[config.mk]
export PLATFORM = sky130hd
export DESIGN_NAME = cmos_frame_crop
export DESIGN_NICKNAME = d
export VERILOG_FILES = /design/src/rtl/cmos_frame_crop.sv
export SDC_FILE = /design/constraint.sdc
export NUM_CORES = 1
export LEC_CHECK = 0
export BUFFER_PORTS_ARGS = -buffer_cell sky130_fd_sc_hd__buf_2
export CORE_UTILIZATION = 29
export CTS_CLUSTER_SIZE = 12
export DETAILED_ROUTE_END_ITERATION = 10
export HOLD_SLACK_MARGIN = 0.06
export MAX_ROUTING_LAYER = met4
export SYNTH_ARGS = -nofsm -noshare
export SYNTH_HDL_FRONTEND = slang
export SYNTH_SLANG_ARGS = --single-unit
[constraint.sdc]
create_clock -name clk -period 2.9 [get_ports clk]
set_input_delay 0.435 -clock clk [delete_from_list [all_inputs] [get_ports clk]]
set_output_delay 0.435 -clock clk [all_outputs]
set_load 0.03 [all_outputs]
[src/rtl/cmos_frame_crop.sv]
// Crops a window out of the camera pixel stream and re-times it by one clock.
// Define CROP_TEST_PATTERN_EN to replace cropped pixels with 8 vertical colour bars.
module cmos_frame_crop #(
  parameter int H_START  = 0,
  parameter int V_START  = 0,
  parameter int H_ACTIVE = 480,
  parameter int V_ACTIVE = 272,
  parameter int VS_POL   = 1
) (
  input  logic        clk,
  input  logic        rst_n,
  input  logic        vsync_i,
  input  logic        de_i,
  input  logic [15:0] pdata_i,
  output logic [15:0] pdata_o,
  output logic        de_o,
  output logic        vs_o,
  output logic        frame_start,
  output logic        frame_done,
  output logic        frame_err
);

  localparam logic [11:0] H_LO      = 12'(H_START);
  localparam logic [11:0] H_HI      = 12'(H_START + H_ACTIVE);
  localparam logic [11:0] V_LO      = 12'(V_START);
  localparam logic [11:0] V_HI      = 12'(V_START + V_ACTIVE);
  localparam logic [11:0] COL_LAST  = 12'(H_START + H_ACTIVE - 1);
  localparam logic [11:0] LINE_LAST = 12'(V_START + V_ACTIVE - 1);
  localparam logic [10:0] CNT_MAX   = 11'd2047;
  localparam logic        VS_LVL    = (VS_POL != 0) ? 1'b1 : 1'b0;

  typedef enum logic [1:0] {WAIT_SYNC, VSYNC, ACTIVE} state_t;

  state_t      state_q, state_d;
  logic        vs_q, de_q;
  logic [10:0] col_q, col_d, line_q, line_d;
  logic [15:0] pdata_q, pdata_d;
  logic        de_o_q, de_o_d;
  logic        frame_start_q, frame_start_d;
  logic        frame_done_q, frame_done_d;
  logic        frame_err_q, frame_err_d;
  logic        done_seen_q, done_seen_d;

  logic        vs_act, de_eff, vs_rise, de_fall, col_in, line_in, pass;
  logic [15:0] pix_val;

`ifdef CROP_TEST_PATTERN_EN
  localparam int BAR_W = (H_ACTIVE >= 8) ? H_ACTIVE / 8 : 1;
  logic [11:0] crop_col, bar_num;

  always_comb begin
    crop_col = {1'b0, col_q} - H_LO;
    bar_num  = crop_col / 12'(BAR_W);
    case (bar_num)
      12'd0:   pix_val = 16'hFFFF;
      12'd1:   pix_val = 16'hFFE0;
      12'd2:   pix_val = 16'h07FF;
      12'd3:   pix_val = 16'h07E0;
      12'd4:   pix_val = 16'hF81F;
      12'd5:   pix_val = 16'hF800;
      12'd6:   pix_val = 16'h001F;
      default: pix_val = 16'h0000;
    endcase
  end
`else
  assign pix_val = pdata_i;
`endif

  // Pixels during vsync are dropped before edge detection, so they never count.
  always_comb begin
    vs_act  = (vsync_i == VS_LVL);
    de_eff  = de_i & ~vs_act;
    vs_rise = vs_act & ~vs_q;
    de_fall = de_q & ~de_eff;
    col_in  = ({1'b0, col_q} >= H_LO) && ({1'b0, col_q} < H_HI);
    line_in = ({1'b0, line_q} >= V_LO) && ({1'b0, line_q} < V_HI);
    pass    = (state_q == ACTIVE) && de_eff && col_in && line_in;
  end

  always_comb begin
    state_d       = state_q;
    col_d         = col_q;
    line_d        = line_q;
    pdata_d       = pdata_q;
    de_o_d        = pass;
    frame_start_d = 1'b0;
    frame_done_d  = 1'b0;
    frame_err_d   = 1'b0;
    done_seen_d   = done_seen_q;

    case (state_q)
      WAIT_SYNC: if (vs_rise) state_d = VSYNC;
      VSYNC:     if (!vs_act) state_d = ACTIVE;
      ACTIVE: begin
        if (vs_rise) begin
          state_d       = VSYNC;
          frame_start_d = 1'b1;
          frame_err_d   = ~done_seen_q;
        end
      end
      default:   state_d = WAIT_SYNC;
    endcase

    if (vs_rise) begin
      col_d       = '0;
      line_d      = '0;
      done_seen_d = 1'b0;
    end else if (de_eff) begin
      col_d = (col_q == CNT_MAX) ? col_q : col_q + 11'd1;
    end else if (de_fall) begin
      col_d  = '0;
      line_d = (line_q == CNT_MAX) ? line_q : line_q + 11'd1;
    end

    if (pass) begin
      pdata_d = pix_val;
      if (({1'b0, col_q} == COL_LAST) && ({1'b0, line_q} == LINE_LAST) && !done_seen_q) begin
        frame_done_d = 1'b1;
        done_seen_d  = 1'b1;
      end
    end
  end

  always_ff @(posedge clk or negedge rst_n) begin
    if (!rst_n) begin
      state_q       <= WAIT_SYNC;
      vs_q          <= 1'b0;
      de_q          <= 1'b0;
      col_q         <= '0;
      line_q        <= '0;
      pdata_q       <= '0;
      de_o_q        <= 1'b0;
      frame_start_q <= 1'b0;
      frame_done_q  <= 1'b0;
      frame_err_q   <= 1'b0;
      done_seen_q   <= 1'b0;
    end else begin
      state_q       <= state_d;
      vs_q          <= vs_act;
      de_q          <= de_eff;
      col_q         <= col_d;
      line_q        <= line_d;
      pdata_q       <= pdata_d;
      de_o_q        <= de_o_d;
      frame_start_q <= frame_start_d;
      frame_done_q  <= frame_done_d;
      frame_err_q   <= frame_err_d;
      done_seen_q   <= done_seen_d;
    end
  end

  assign pdata_o     = pdata_q;
  assign de_o        = de_o_q;
  assign vs_o        = vs_q;
  assign frame_start = frame_start_q;
  assign frame_done  = frame_done_q;
  assign frame_err   = frame_err_q;

endmodule

==> results.sh, run 1 <==
export IMPL_end_kind="flop"
export IMPL_synth_yosys_seq_area_share_pct=51.20
export IMPL_ios=41
export IMPL_clkSinkCount=47
export IMPL_period_needed_ns=1.937
export IMPL_yosysTopAreaCellShare_pct=51.20
export IMPL_placeableCoreArea_mm2=0.007687
export IMPL_ctsHoldBuffers=0
export IMPL_power_frac_comb_pct=28.3
export IMPL_worst_pin_slew_ns=1.030
export IMPL_cts_root_buf="clkbuf_8"
export IMPL_dp_slack_ns=0.7584
export IMPL_grtUsageTotal_pct=11.65
export IMPL_ir_worst_vdd_uv=191.0
export IMPL_cts_made_buffers=5
export IMPL_r2r_cells=5
export IMPL_p_switching_uw=620.3
export IMPL_syn_to_final_growth_pct=17.27
export IMPL_fin_crit_sh_pct=66.81
export IMPL_critPathSlowestCell="dfrtp_1"
export IMPL_finalSetupViolCount=0
export IMPL_synth_top_family_by_area="simple AND/OR/NAND/NOR gates"
export IMPL_place_gp_congestion=0.8013
export IMPL_ys_seq_elements=47
export IMPL_synth_edf_count=0
export IMPL_synthSimpleGateAreaFrac_pct=21.68
export IMPL_synth_avg_cell_area_um2=10.89
export IMPL_worst_r2r_setup_slack_ns=0.96
export IMPL_p_leak_uw=0.001223
export IMPL_cpPeakStageDelay_ns=0.42
export IMPL_max_cap_violations=0
export IMPL_drc_errors=0
export IMPL_postRouteAntennaNets=0
export IMPL_htreeDepth=2
export IMPL_reg2reg_from="line_q[6]"
export IMPL_wl_met2_mm=2.122
export IMPL_crit_chain="or3_1 -> a22oi_1 -> and4_1 -> buf_4 -> mux2_2"
export IMPL_wl_met3_um=212
export IMPL_status="finished, final reports clean"
export IMPL_synth_warnings=0
export IMPL_crit_type="flop to flop"
export IMPL_clock_latency_ns=0.30
export IMPL_slew_headroom_pct=31.35
export IMPL_p_sw_share_pct=33.85
export IMPL_hold_viol=0
export IMPL_hold_path_class="primary input to async pin"
export IMPL_cts_resized=0
export IMPL_syn_nets=235
export IMPL_met1_length_mm=2.157
export IMPL_drt_iter0_drc=96
export IMPL_portBuffers=40
export IMPL_dr_pass1_iters=4
export IMPL_totalWireLength_mm=4.555
export IMPL_synth_adder_area_share_pct=2.179
export IMPL_crit_required_ns=3.08
export IMPL_worstSetupStartpointType="flop"
export IMPL_fp_dieW_um=91
export IMPL_fmax_ghz=0.5162
export IMPL_highest_layer="met4"
export IMPL_post_synth_top_area_cell="dfrtp_1"
export IMPL_netlist_instances=211
export IMPL_tns_ns=0
export IMPL_antenna_found_initial=0
export IMPL_final_setup_worst_slack_ns=0.9626
export IMPL_diodes=0
export IMPL_clockBufferDepth=2
export IMPL_grt_pass1_vias=1618
export IMPL_synthXorXnorAreaFrac_pct=1.144
export IMPL_synth_compound_area_share_pct=11.49
export IMPL_ys_types=45
export IMPL_synth_top_flop_cell="dfrtp_1"
export IMPL_critical_path_buf_inv_count=1
export IMPL_seqPwrFrac_pct=45.4
export IMPL_start_util_pct=29.88
export IMPL_critPathMaxFanout=19
export IMPL_clk_pin_slew_worst_paths_ns=0.09
export IMPL_drive_gt1_share_pct=28.29
export IMPL_die_h_um=91
export IMPL_final_nets=274
export IMPL_p_clk_share_pct=26.3
export IMPL_cpLargestDelayFamily="simple AND/OR/NAND/NOR gates"
export IMPL_crit_arrival_ns=2.12
export IMPL_rsz0062_at_grt="false"
export IMPL_grt_first_pass_wirelength_mm=7.541
export IMPL_postCtsSetupBuffers=0
export IMPL_grt_max_degree=48
export IMPL_rows=32
export IMPL_dieArea_mm2=0.008281
export IMPL_routedWlPerCell_um=12.90
export IMPL_synth_area_top_cells="dfrtp_1, mux2_2, nand3_1"
export IMPL_finalClockSkew_ns=0.01018
export IMPL_r2r_end="pdata_o[11]"
export IMPL_dp_hpwl_mm=3.188
export IMPL_overflow=0
export IMPL_power_density_mw_per_mm2=680.2
export IMPL_synthArstFlopShare_pct=100.0
export IMPL_viasPerCell=5.000
export IMPL_synth_area_mux_share_pct=9.150
export IMPL_cts_tree="yes"
export IMPL_netlist_area_mm2=0.002297
export IMPL_vias=1765
export IMPL_intPower_uw=1212
export IMPL_maxSlewViolCount=0
[worst max path at each step]
| stage | startpoint | to | slack, ns | cells past startpoint |
|---|---|---|---|---|
| 2_1_floorplan | line_q[6] | pdata_o[10] | 1.06 | 6 |
| 6_report | line_q[6] | pdata_o[11] | 0.96 | 5 |
| 3_3_place_gp | vsync_i | line_q[8] | 0.80 | 6 |
| 5_1_grt | line_q[0] | line_q[6] | 0.77 | 5 |
| 3_5_place_dp | vsync_i | line_q[8] | 0.76 | 6 |
| 4_1_cts | line_q[6] | pdata_o[13] | 0.95 | 5 |
[cell usage in the layout (no fill, tap or decap), types with 4 or more instances in the layout]
cell      instances
nand4_1           6
o31ai_1           5
mux2_2           16
and3_1            8
o21ai_0           6
nor3_1            4
clkbuf_8          5
or4_1             6
nor2_1            6
buf_2            40
and2_1            4
ha_1              4
dfrtp_1          47
or3_1             6
nand2b_1          5
nand2_1          13
a21oi_1           9
nand3_1          15
[registers in the layout, indices dropped and copies added (netlist names)]
name,count
de_q,1
pdata_o,16
frame_err,1
de_o,1
state_q,2
vs_o,1
frame_start,1
line_q,11
col_q,11
done_seen_q,1
frame_done,1
[kinds of logic (layout without fill, tap and decap cells)]
group           after synthesis  count (layout)
xor+xnor                      3               3
fa+ha+maj                     4               4
simple gates                 86              86
flops                        47              47
compound gates               39              39
mux                          19              19
buf+inv                      13              53
[synthesized netlist by cell type (all sizes together) (4+ instances only)]
master and n:
o21ai 6, mux2 16, nand2b 5, o31ai 5, nand3 15, a21oi 9, nor3 4, buf 4
and3 8, clkbuf 6, or3 6, nand2 13, dfrtp 47, nand4 6, nor2 6, ha 4
and2 4, or4 6
[layer usage]
layer  vias up  global-route usage, %
met2        39                  18.12
met3         6                  3.266
li1        874                      -
met5         -                      -
met1       846                  14.60
met4         0                  3.968
[cell type report]
type	count	area (um^2)
clock buffers	5	68.82
well taps	102	127.6
repair buffers	42	215.2
inverters	3	13.76
clock inverters	3	43.79
flip-flops and latches	47	1176
multi-input cells	151	1049
fillers	779	4994
[worst register-to-register path: stages (launching register included)]
cell,delay (ns)
dfrtp_1,0.42
or3_1,0.42
a22oi_1,0.16
and4_1,0.20
buf_4,0.25
mux2_2,0.37
[stage by stage]
step | power (uW) | cells | hold slack [ns] | area (um^2) | utilization, %
floorplan | 1209 | 211 | 0.1394 | 2297 | -
global placement | 1360 | 345 | 0.4567 | 2581 | 33.58
detailed placement | 1374 | 345 | 0.4688 | 2581 | 33.58
CTS | 1858 | 353 | 0.3114 | 2694 | 35.04
global route | 1927 | 353 | 0.3007 | 2694 | 35.04
finish | 1832 | 353 | 0.3055 | 2694 | 35.04
[power by group through the flow]
stage	clock network, uW	registers, uW	logic [uW]
2_1_floorplan	0	1070	136
3_3_place_gp	0	839	521
3_5_place_dp	0	848	526
4_1_cts	498	834	526
5_1_grt	524	850	552
6_report	482	832	518
No activity file was read; power rests on OpenSTA's default activity.
==> run 2, diff against run 1 <==
Clock period 2.9 ns to 1.95 ns, I/O delays scaled along.
==> results.sh, run 2 (synthesized netlist as in run 1, its figures left out) <==
export IMPL_maxSlewViolCount=0
export IMPL_worst_pin_slew_ns=0.5794
export IMPL_post_route_util_pct=36.65
export IMPL_place_gp_congestion=0.7801
export IMPL_placeableCoreArea_mm2=0.007687
export IMPL_period_needed_ns=1.842
export IMPL_clock_latency_ns=0.30
export IMPL_ir_worst_vdd_uv=306.8
export IMPL_ios=41
export IMPL_rsz0062_at_grt="false"
export IMPL_hold_viol=0
export IMPL_crit_required_ns=2.18
export IMPL_clk_pin_slew_worst_paths_ns=0.09
export IMPL_drt_iter0_drc=125
export IMPL_clkSinkCount=47
export IMPL_max_cap_violations=0
export IMPL_overflow=0
export IMPL_postRouteAntennaNets=0
export IMPL_worst_r2r_setup_slack_ns=0.11
export IMPL_cpLargestDelayFamily="simple AND/OR/NAND/NOR gates"
export IMPL_tns_ns=0
export IMPL_met1_length_mm=2.278
export IMPL_postCtsSetupBuffers=0
export IMPL_viasPerCell=5.114
export IMPL_grt_max_degree=48
export IMPL_layout_common_cells="dfrtp_1, buf_2, buf_4"
export IMPL_grt_pass1_vias=1797
export IMPL_dp_hpwl_mm=3.418
export IMPL_finalSetupViolCount=0
export IMPL_end_kind="flop"
export IMPL_crit_type="flop to flop"
export IMPL_largest_reg_flops=16
export IMPL_crit_chain="ha_1 -> nand3_1 -> or3b_4 -> or4_1 -> a21oi_1"
export IMPL_grt_first_pass_wirelength_mm=8.452
export IMPL_wl_met3_um=232
export IMPL_dr_pass1_iters=4
export IMPL_highest_layer="met4"
export IMPL_cts_resized=0
export IMPL_cts_root_buf="clkbuf_8"
export IMPL_cts_made_buffers=5
export IMPL_drc_errors=0
export IMPL_antenna_found_initial=0
export IMPL_critPathSlowestCell="or4_1"
export IMPL_fin_crit_sh_pct=94.45
export IMPL_clockBufferDepth=2
export IMPL_power_density_mw_per_mm2=953.0
export IMPL_placed_area_mm2=0.002714
export IMPL_rows=32
export IMPL_cpPeakStageDelay_ns=0.47
export IMPL_worstSetupStartpointType="flop"
export IMPL_r2r_cells=5
export IMPL_stdcell_area_mm2=0.002818
export IMPL_syn_to_final_growth_pct=22.66
export IMPL_grtUsageTotal_pct=12.95
export IMPL_p_leak_uw=0.001299
export IMPL_reg2reg_from="line_q[1]"
export IMPL_slew_headroom_pct=61.37
export IMPL_cts_tree="yes"
export IMPL_critical_path_buf_inv_count=0
export IMPL_hold_path_class="primary input to async pin"
export IMPL_wl_met2_mm=2.291
export IMPL_ctsHoldBuffers=0
export IMPL_vias=1887
export IMPL_routedWlPerCell_um=13.19
export IMPL_mostFrequentLayoutCell="dfrtp_1"
export IMPL_final_nets=290
export IMPL_r2r_end="line_q[8]"
export IMPL_portBuffers=40
export IMPL_fmax_ghz=0.5429
export IMPL_drive_gt1_share_pct=32.58
export IMPL_diodes=0
export IMPL_htreeDepth=2
export IMPL_start_util_pct=29.88
export IMPL_status="finished, final reports clean"
export IMPL_crit_arrival_ns=2.08
export IMPL_critPathMaxFanout=5
export IMPL_dieArea_mm2=0.008281
export IMPL_fp_dieW_um=91
export IMPL_finalClockSkew_ns=0.01086
export IMPL_fill_cells=783
export IMPL_die_h_um=91
export IMPL_totalWireLength_mm=4.866
[run 2: cell count changes in the layout (fill, tap and decap cells not counted), sizes merged]
cell | before | now
clkinvlp | 0 | 1
clkbuf | 5 | 7
clkinv | 2 | 0
buf | 42 | 58
bufinv | 1 | 0
[run 2: cell type report]
cell class              instances  area, um^2  share of cell area, %
multi-input cells             151        1049                  37.21
clock buffers                   7       96.34                  3.419
inverters                       3       13.76                 0.4885
clock inverters                 1       7.507                 0.2664
flip-flops and latches         47        1176                  41.74
well taps                     102       127.6                  4.529
repair buffers                 58       347.8                  12.34
[run 2: worst reg2reg max path, stage by stage, from the launching register on]
cell     delay [ns]
dfrtp_1        0.42
ha_1           0.19
nand3_1        0.11
or3b_4         0.42
or4_1          0.47
a21oi_1        0.16
[run 2: report_power, final]
part	internal, uW	total (uW)	leakage [uW]	switching (uW)
clock	323	656	0.0000505	333
sequential	1150	1240	0.000619	86.6
combinational	281	790	0.000630	509
[run 2: how the worst max path moves through the flow]
stage / slack, ns / startpoint / endpoint / depth (start not counted)
after global routing: 0.02 / line_q[0] / line_q[8] / 5
after global placement: 0.19 / line_q[6] / pdata_o[10] / 5
after floorplan: 0.11 / line_q[6] / pdata_o[10] / 6
after detailed placement: 0.16 / line_q[6] / pdata_o[15] / 5
after CTS: 0.12 / line_q[0] / line_q[8] / 5
final: 0.11 / line_q[1] / line_q[8] / 5
[run 2: stage by stage]
step	total power [uW]	hold WS, ns	std cells	setup slack [ns]
3_5_place_dp	2060	0.4251	361	0.1593
3_3_place_gp	2041	0.4209	361	0.1918
6_report	2685	0.07333	369	0.1082
2_1_floorplan	1798	-0.003091	211	0.1112
5_1_grt	2829	0.1387	369	0.01618
4_1_cts	2722	0.09664	369	0.1223
[run 2: layer usage]
layer,up-vias,track usage [%]
met5,-,-
met4,0,4.233
met3,6,2.931
met2,50,20.64
met1,924,16.30
li1,907,-
